**src/rtl/btn_conditioner.sv**
```systemverilog
// Pushbutton conditioner: synchronizes and debounces two raw buttons, emits
// one-cycle press strobes, and adds hold-to-repeat on the move button.
// Ports:
//   clk, rst (sync, active-high)
//   button, button_rst : raw move / mode pushbuttons (1 = pressed)
//   repeat_en          : enables auto-repeat on the move channel
//   move_pulse, mode_pulse : one-cycle press (and move repeat) strobes
//   move_level, mode_level : debounced button levels

// Per-button front end: 2-flop synchronizer followed by a debounce counter.
// Ports: clk_i, rst_i, raw_i (async button), stable_o (debounced level).
module btn_debounce #(
   parameter int unsigned DEBOUNCE_CYCLES = 1000000
) (
   input  logic clk_i,
   input  logic rst_i,
   input  logic raw_i,
   output logic stable_o
);

   localparam logic [23:0] CNT_MAX = 24'(DEBOUNCE_CYCLES - 1);

   logic        s1_q;
   logic        s2_q;
   logic        stable_q;
   logic        stable_d;
   logic [23:0] cnt_q;
   logic [23:0] cnt_d;

   // Any cycle where the synchronized input agrees with the accepted
   // level (a bounce back) restarts the count from zero.
   always_comb begin
      stable_d = stable_q;
      cnt_d    = '0;
      if (s2_q != stable_q) begin
         if (cnt_q == CNT_MAX) begin
            stable_d = s2_q;
         end else begin
            cnt_d = cnt_q + 24'd1;
         end
      end
   end

   always_ff @(posedge clk_i) begin
      if (rst_i) begin
         s1_q     <= 1'b0;
         s2_q     <= 1'b0;
         stable_q <= 1'b0;
         cnt_q    <= '0;
      end else begin
         s1_q     <= raw_i;
         s2_q     <= s1_q;
         stable_q <= stable_d;
         cnt_q    <= cnt_d;
      end
   end

   assign stable_o = stable_q;

endmodule

module btn_conditioner #(
   parameter int unsigned DEBOUNCE_CYCLES = 1000000,
   parameter int unsigned REPEAT_DELAY    = 25000000,
   parameter int unsigned REPEAT_PERIOD   = 10000000
) (
   input  logic clk,
   input  logic rst,
   input  logic button,
   input  logic button_rst,
   input  logic repeat_en,
   output logic move_pulse,
   output logic mode_pulse,
   output logic move_level,
   output logic mode_level
);

   localparam logic [1:0] ST_IDLE   = 2'd0;
   localparam logic [1:0] ST_DELAY  = 2'd1;
   localparam logic [1:0] ST_REPEAT = 2'd2;

   localparam logic [25:0] RD_MAX = 26'(REPEAT_DELAY - 1);
   localparam logic [25:0] RP_MAX = 26'(REPEAT_PERIOD - 1);

   logic        move_stable;
   logic        mode_stable;
   logic        move_level_q;
   logic        mode_level_q;
   logic        move_pulse_q;
   logic        mode_pulse_q;
   logic        move_rise;
   logic        mode_rise;
   logic        fire;
   logic [1:0]  st_q;
   logic [1:0]  st_d;
   logic [25:0] rcnt_q;
   logic [25:0] rcnt_d;

   btn_debounce #(
      .DEBOUNCE_CYCLES(DEBOUNCE_CYCLES)
   ) u_move (
      .clk_i    (clk),
      .rst_i    (rst),
      .raw_i    (button),
      .stable_o (move_stable)
   );

   btn_debounce #(
      .DEBOUNCE_CYCLES(DEBOUNCE_CYCLES)
   ) u_mode (
      .clk_i    (clk),
      .rst_i    (rst),
      .raw_i    (button_rst),
      .stable_o (mode_stable)
   );

   // level_q is stable delayed one edge, so stable & ~level_q is true
   // exactly on the cycle after a 0->1 acceptance.
   assign move_rise = move_stable & ~move_level_q;
   assign mode_rise = mode_stable & ~mode_level_q;

   // Repeat FSM. A press can only happen from IDLE, so a repeat fire
   // never lands on the same edge as a press strobe.
   always_comb begin
      st_d   = st_q;
      rcnt_d = rcnt_q;
      fire   = 1'b0;
      unique case (st_q)
         ST_IDLE: begin
            if (move_rise) begin
               st_d   = ST_DELAY;
               rcnt_d = '0;
            end
         end
         ST_DELAY: begin
            if (!move_stable || !repeat_en) begin
               st_d   = ST_IDLE;
               rcnt_d = '0;
            end else if (rcnt_q == RD_MAX) begin
               fire   = 1'b1;
               st_d   = ST_REPEAT;
               rcnt_d = '0;
            end else begin
               rcnt_d = rcnt_q + 26'd1;
            end
         end
         ST_REPEAT: begin
            if (!move_stable || !repeat_en) begin
               st_d   = ST_IDLE;
               rcnt_d = '0;
            end else if (rcnt_q == RP_MAX) begin
               fire   = 1'b1;
               rcnt_d = '0;
            end else begin
               rcnt_d = rcnt_q + 26'd1;
            end
         end
         default: begin
            st_d   = ST_IDLE;
            rcnt_d = '0;
         end
      endcase
   end

   always_ff @(posedge clk) begin
      if (rst) begin
         move_level_q <= 1'b0;
         mode_level_q <= 1'b0;
         move_pulse_q <= 1'b0;
         mode_pulse_q <= 1'b0;
         st_q         <= ST_IDLE;
         rcnt_q       <= '0;
      end else begin
         move_level_q <= move_stable;
         mode_level_q <= mode_stable;
         move_pulse_q <= move_rise | fire;
         mode_pulse_q <= mode_rise;
         st_q         <= st_d;
         rcnt_q       <= rcnt_d;
      end
   end

   assign move_pulse = move_pulse_q;
   assign mode_pulse = mode_pulse_q;
   assign move_level = move_level_q;
   assign mode_level = mode_level_q;

endmodule

```
**config.mk**
```make
export PLATFORM = sky130hd
export DESIGN_NAME = btn_conditioner
export DESIGN_NICKNAME = d
export VERILOG_FILES = /design/src/rtl/btn_conditioner.sv
export SDC_FILE = /design/constraint.sdc
export NUM_CORES = 1
export LEC_CHECK = 0
export BUFFER_PORTS_ARGS = -buffer_cell sky130_fd_sc_hd__buf_4
export CAP_MARGIN = 25
export CORE_ASPECT_RATIO = 2
export CORE_MARGIN = 2
export CORE_UTILIZATION = 50
export DETAILED_ROUTE_END_ITERATION = 8
export GPL_TIMING_DRIVEN = 0
export HOLD_SLACK_MARGIN = 0.1
export PLACE_DENSITY = 0.69
export SLEW_MARGIN = 20
export SYNTH_ARGS = -nofsm -noshare
export SYNTH_HDL_FRONTEND = slang
export SYNTH_HIERARCHICAL = 1
export SYNTH_SLANG_ARGS = --single-unit
```
**constraint.sdc**
```tcl
create_clock -name clk -period 3.3 [get_ports clk]
set_input_delay 0.33 -clock clk [delete_from_list [all_inputs] [get_ports clk]]
set_output_delay 0.33 -clock clk [all_outputs]
set_load 0.005 [all_outputs]
```
==> impl_metrics.csv <==
group,metric,value,unit
logic_synthesis,synth_ff_type,"dfxtp_1",
global_route,grt_usage,21.45,%
timing,finalClockSkew,6.990,ps
setup_path,end_kind,"register",
timing,max-slew-margin-rel,49.44,%
placement,post-place-ws,763.0,ps
setup_path,crit_arrival,2830,ps
finish,layout_commonest_cell,"dfxtp_1",
clock_tree,ctsLongestPathBuffers,2,
clock_tree,cts_resized,0,
logic_synthesis,synth-warning-count,6,
route,routed_via_density,5.744,
route,ant_nets,0,
logic_synthesis,yosys.area_share.simple,33.49,%
logic_synthesis,synth_area_per_cell,8.611,sq um
route,drt-total-wl,9102,um
floorplan,rows,47,
setup_path,cp_top_family,"simple AND/OR/NAND/NOR gates",
global_route,grt_start_max_net_pins,14,
floorplan,start_util,51.09,%
placement,dp.cells,591,
logic_synthesis,async_flop_share,0,%
timing,fin_crit_sh,79.08,%
finish,multiInputGateArea,2310,sq um
status,status,"finished clean",
timing,setup_viol,0,
clock_tree,cts_root_buf,"clkbuf_16",
floorplan,ioPinCount,9,
clock_tree,cts_tree,"done",
min_path,worstHoldPathType,"in -> reg",
clock_tree,post_cts_buffers,0,
flow_run,max_cap_violations,0,
timing,final_hold_viol_count,0,
logic_synthesis,ys_types,52,
setup_path,slowest_delay,630,ps
logic_synthesis,synth-seq-cells,86,
route,vias,3481,
timing,max_slew.worst_pin.slew,751.5,ps
clock_tree,hold_buffers,0,
setup_path,cp.required,3520,ps
global_route,antenna_found_initial,0,
floorplan,die_area,9144,sq um
clock_tree,clk_latency,340,ps
clock_tree,cts_num_sinks,86,
timing,worst_slack,690.4,ps
power_and_ir_drop,ir_worst_vdd,0.3363,mV
route,drtIter0Drc,176,
logic_synthesis,syn_inst,485,
finish,most-common-layout-cells,"86 x dfxtp_1, 56 x nor2_1, 37 x nand3_1",
floorplan,die_x,68.63,um
logic_synthesis,ys_seq_area_share,41.22,%
clock_tree,htree_levels,3,
setup_path,slowest_stage,"nor4_1",
setup_path,crit_chain,"nand4_1 > nor4_1 > a21oi_1 > nor3_4 > buf_8 > nor2_2",
floorplan,die_height,133.3,um
timing,setup_tns,0,ps
setup_path,start_kind,"register",
finish,fin_cells,606,
logic_synthesis,synth_edf_count,0,
floorplan,coreArea,8174,sq um
logic_synthesis,netlist_area,4177,sq um
timing,report.final.slew_viol_count,0,
clock_tree,cts_buffers,9,
timing,layout_min_cycle_time,2610,ps
global_route,grt_overflow,0,
global_route,first_global_vias,3400,
finish,nNetsFinal,515,
placement,portBuffers,8,
finish,fill_cells,757,
route,wl_per_cell,15.02,um
finish,antenna_cells,0,
clock_tree,clkTransAtPathRegs,60,ps
timing,rsz0062_at_grt,"no",
logic_synthesis,synth_xor_area_share,10.28,%
placement,gp_congestion,0.8482,
timing,fmax,383.2,MHz
setup_path,crit_path_start,"rcnt_q[18]",
setup_path,r2r-start,"rcnt_q[18]",
logic_synthesis,synth_top_family_by_area,"simple AND/OR/NAND/NOR gates",
logic_synthesis,synth_fa_ha_area_share,1.797,%
logic_synthesis,synth-compound-area-share,9.736,%
finish,seqCellArea,1722,sq um
power_and_ir_drop,p_leak,1.436,nW
setup_path,cp_max_fo,10,
route,drc,0,
global_route,grt_pass1_wl,15120,um
logic_synthesis,synth_nets,496,
finish,drive_gt1_share,11.81,%
finish,synthToLayoutAreaGrowth,10.96,%
logic_synthesis,synth_mux_area_share,0,%
placement,post-dp-hpwl,6742,um
setup_path,crit_type,"reg -> reg",
power_and_ir_drop,power_density,438.3,nW/um^2
route,firstDrtPassIters,4,
min_path,hold_start,"button_rst",
setup_path,crit_buf_inv,1,
-- worst register-to-register path: stages, from the launching register on --
cell     delay, ps
dfxtp_1        440
nand4_1        180
nor4_1         630
a21oi_1        380
nor3_4         600
buf_8          230
nor2_2          50
-- synth_stat cells (2+ instances only) --
master | number | area share, %
or4_1 | 5 | 0.90
o2111ai_1 | 3 | 0.63
buf_4 | 2 | 0.36
nand4_1 | 15 | 2.2
nor4_1 | 15 | 2.2
nor2_2 | 10 | 1.5
nor3_4 | 2 | 0.78
dfxtp_1 | 86 | 41
or2_1 | 2 | 0.30
buf_2 | 2 | 0.24
and4_1 | 3 | 0.63
o21ai_0 | 16 | 1.9
a31o_2 | 2 | 0.42
nand4_2 | 8 | 2.4
a21oi_1 | 27 | 3.2
and3_1 | 8 | 1.2
or2_2 | 2 | 0.30
nor2b_1 | 9 | 1.3
nand3_1 | 37 | 4.4
nor4bb_1 | 2 | 0.48
inv_1 | 20 | 1.8
o21ai_1 | 4 | 0.48
nand3b_1 | 2 | 0.36
nand2_1 | 28 | 2.5
xor2_1 | 17 | 3.6
and4_2 | 2 | 0.48
nor2_1 | 56 | 5.0
xnor2_1 | 32 | 6.7
o41ai_1 | 2 | 0.42
clkbuf_1 | 8 | 0.72
ha_1 | 6 | 1.8
or3_1 | 14 | 2.1
nand4bb_1 | 2 | 0.54
o211ai_1 | 5 | 0.90
or3b_1 | 2 | 0.42
nor3_1 | 13 | 1.6
-- flip-flops by register name, indices dropped and copies added, names as in the netlist --
register,flops
rcnt_q,26
u_mode/cnt_q,24
u_move/cnt_q,24
st_q,2
mode_level,1
mode_pulse,1
move_level,1
move_pulse,1
u_mode/s1_q,1
u_mode/s2_q,1
u_mode/stable_o,1
u_move/s1_q,1
u_move/s2_q,1
u_move/stable_o,1
-- through the flow --
stage                     instance area (sq um)  total power, mW  hold slack [ps]  utilization [%]
after floorplan                            4177            1.106            399.1                -
after global placement                     4359            1.126            403.9            53.33
after detailed placement                   4359            1.126            418.8            53.33
after CTS                                  4634            2.053            193.3            56.70
after global routing                       4634            2.101            205.2            56.70
final                                      4634            2.031            202.8            56.70
-- worst paths after layout --
| path | to | slack, ps | depth (start not counted) |
|---|---|---|---|
| max | rcnt_q[9] | 690 | 6 |
| min | u_mode/s1_q | 200 | 2 |
| max reg2reg | rcnt_q[9] | 690 | 6 |
| min reg2reg | mode_pulse | 430 | 1 |
-- power by group --
group / leakage, nW / switching (mW) / internal [mW]
sequential: 0.693 / 0.00314 / 1.04
combinational: 0.605 / 0.0406 / 0.0174
clock: 0.137 / 0.386 / 0.542
-- cell families (layout without fill, tap and decap cells) --
logic type	Yosys count	count (layout)
buf+inv	33	56
simple gates	244	244
fa+ha+maj	6	6
flops	86	86
compound gates	67	67
xor+xnor	49	49
-- routing by layer --
| metal | track usage (%) | up-vias | wire length (um) | part of all wire, % |
|---|---|---|---|---|
| met2 | 38.35 | 48 | 5169 | 57 |
| met5 | 0 | - | 0 | 0 |
| li1 | - | 1765 | - | - |
| met4 | 10.44 | 0 | 200 | 2.2 |
| met3 | 4.476 | 14 | 172 | 1.9 |
| met1 | 22.41 | 1654 | 3559 | 39 |
-- final cells by class --
type	count	share of cell area [%]
clock buffer	11	5.454
multi-input combinational	366	49.84
inverter	20	1.620
clock inverter	4	0.4860
sequential	86	37.15
timing repair buffer	8	1.296
buffer	13	1.512
tap	98	2.646
No activity file was read; power rests on OpenSTA's default activity.
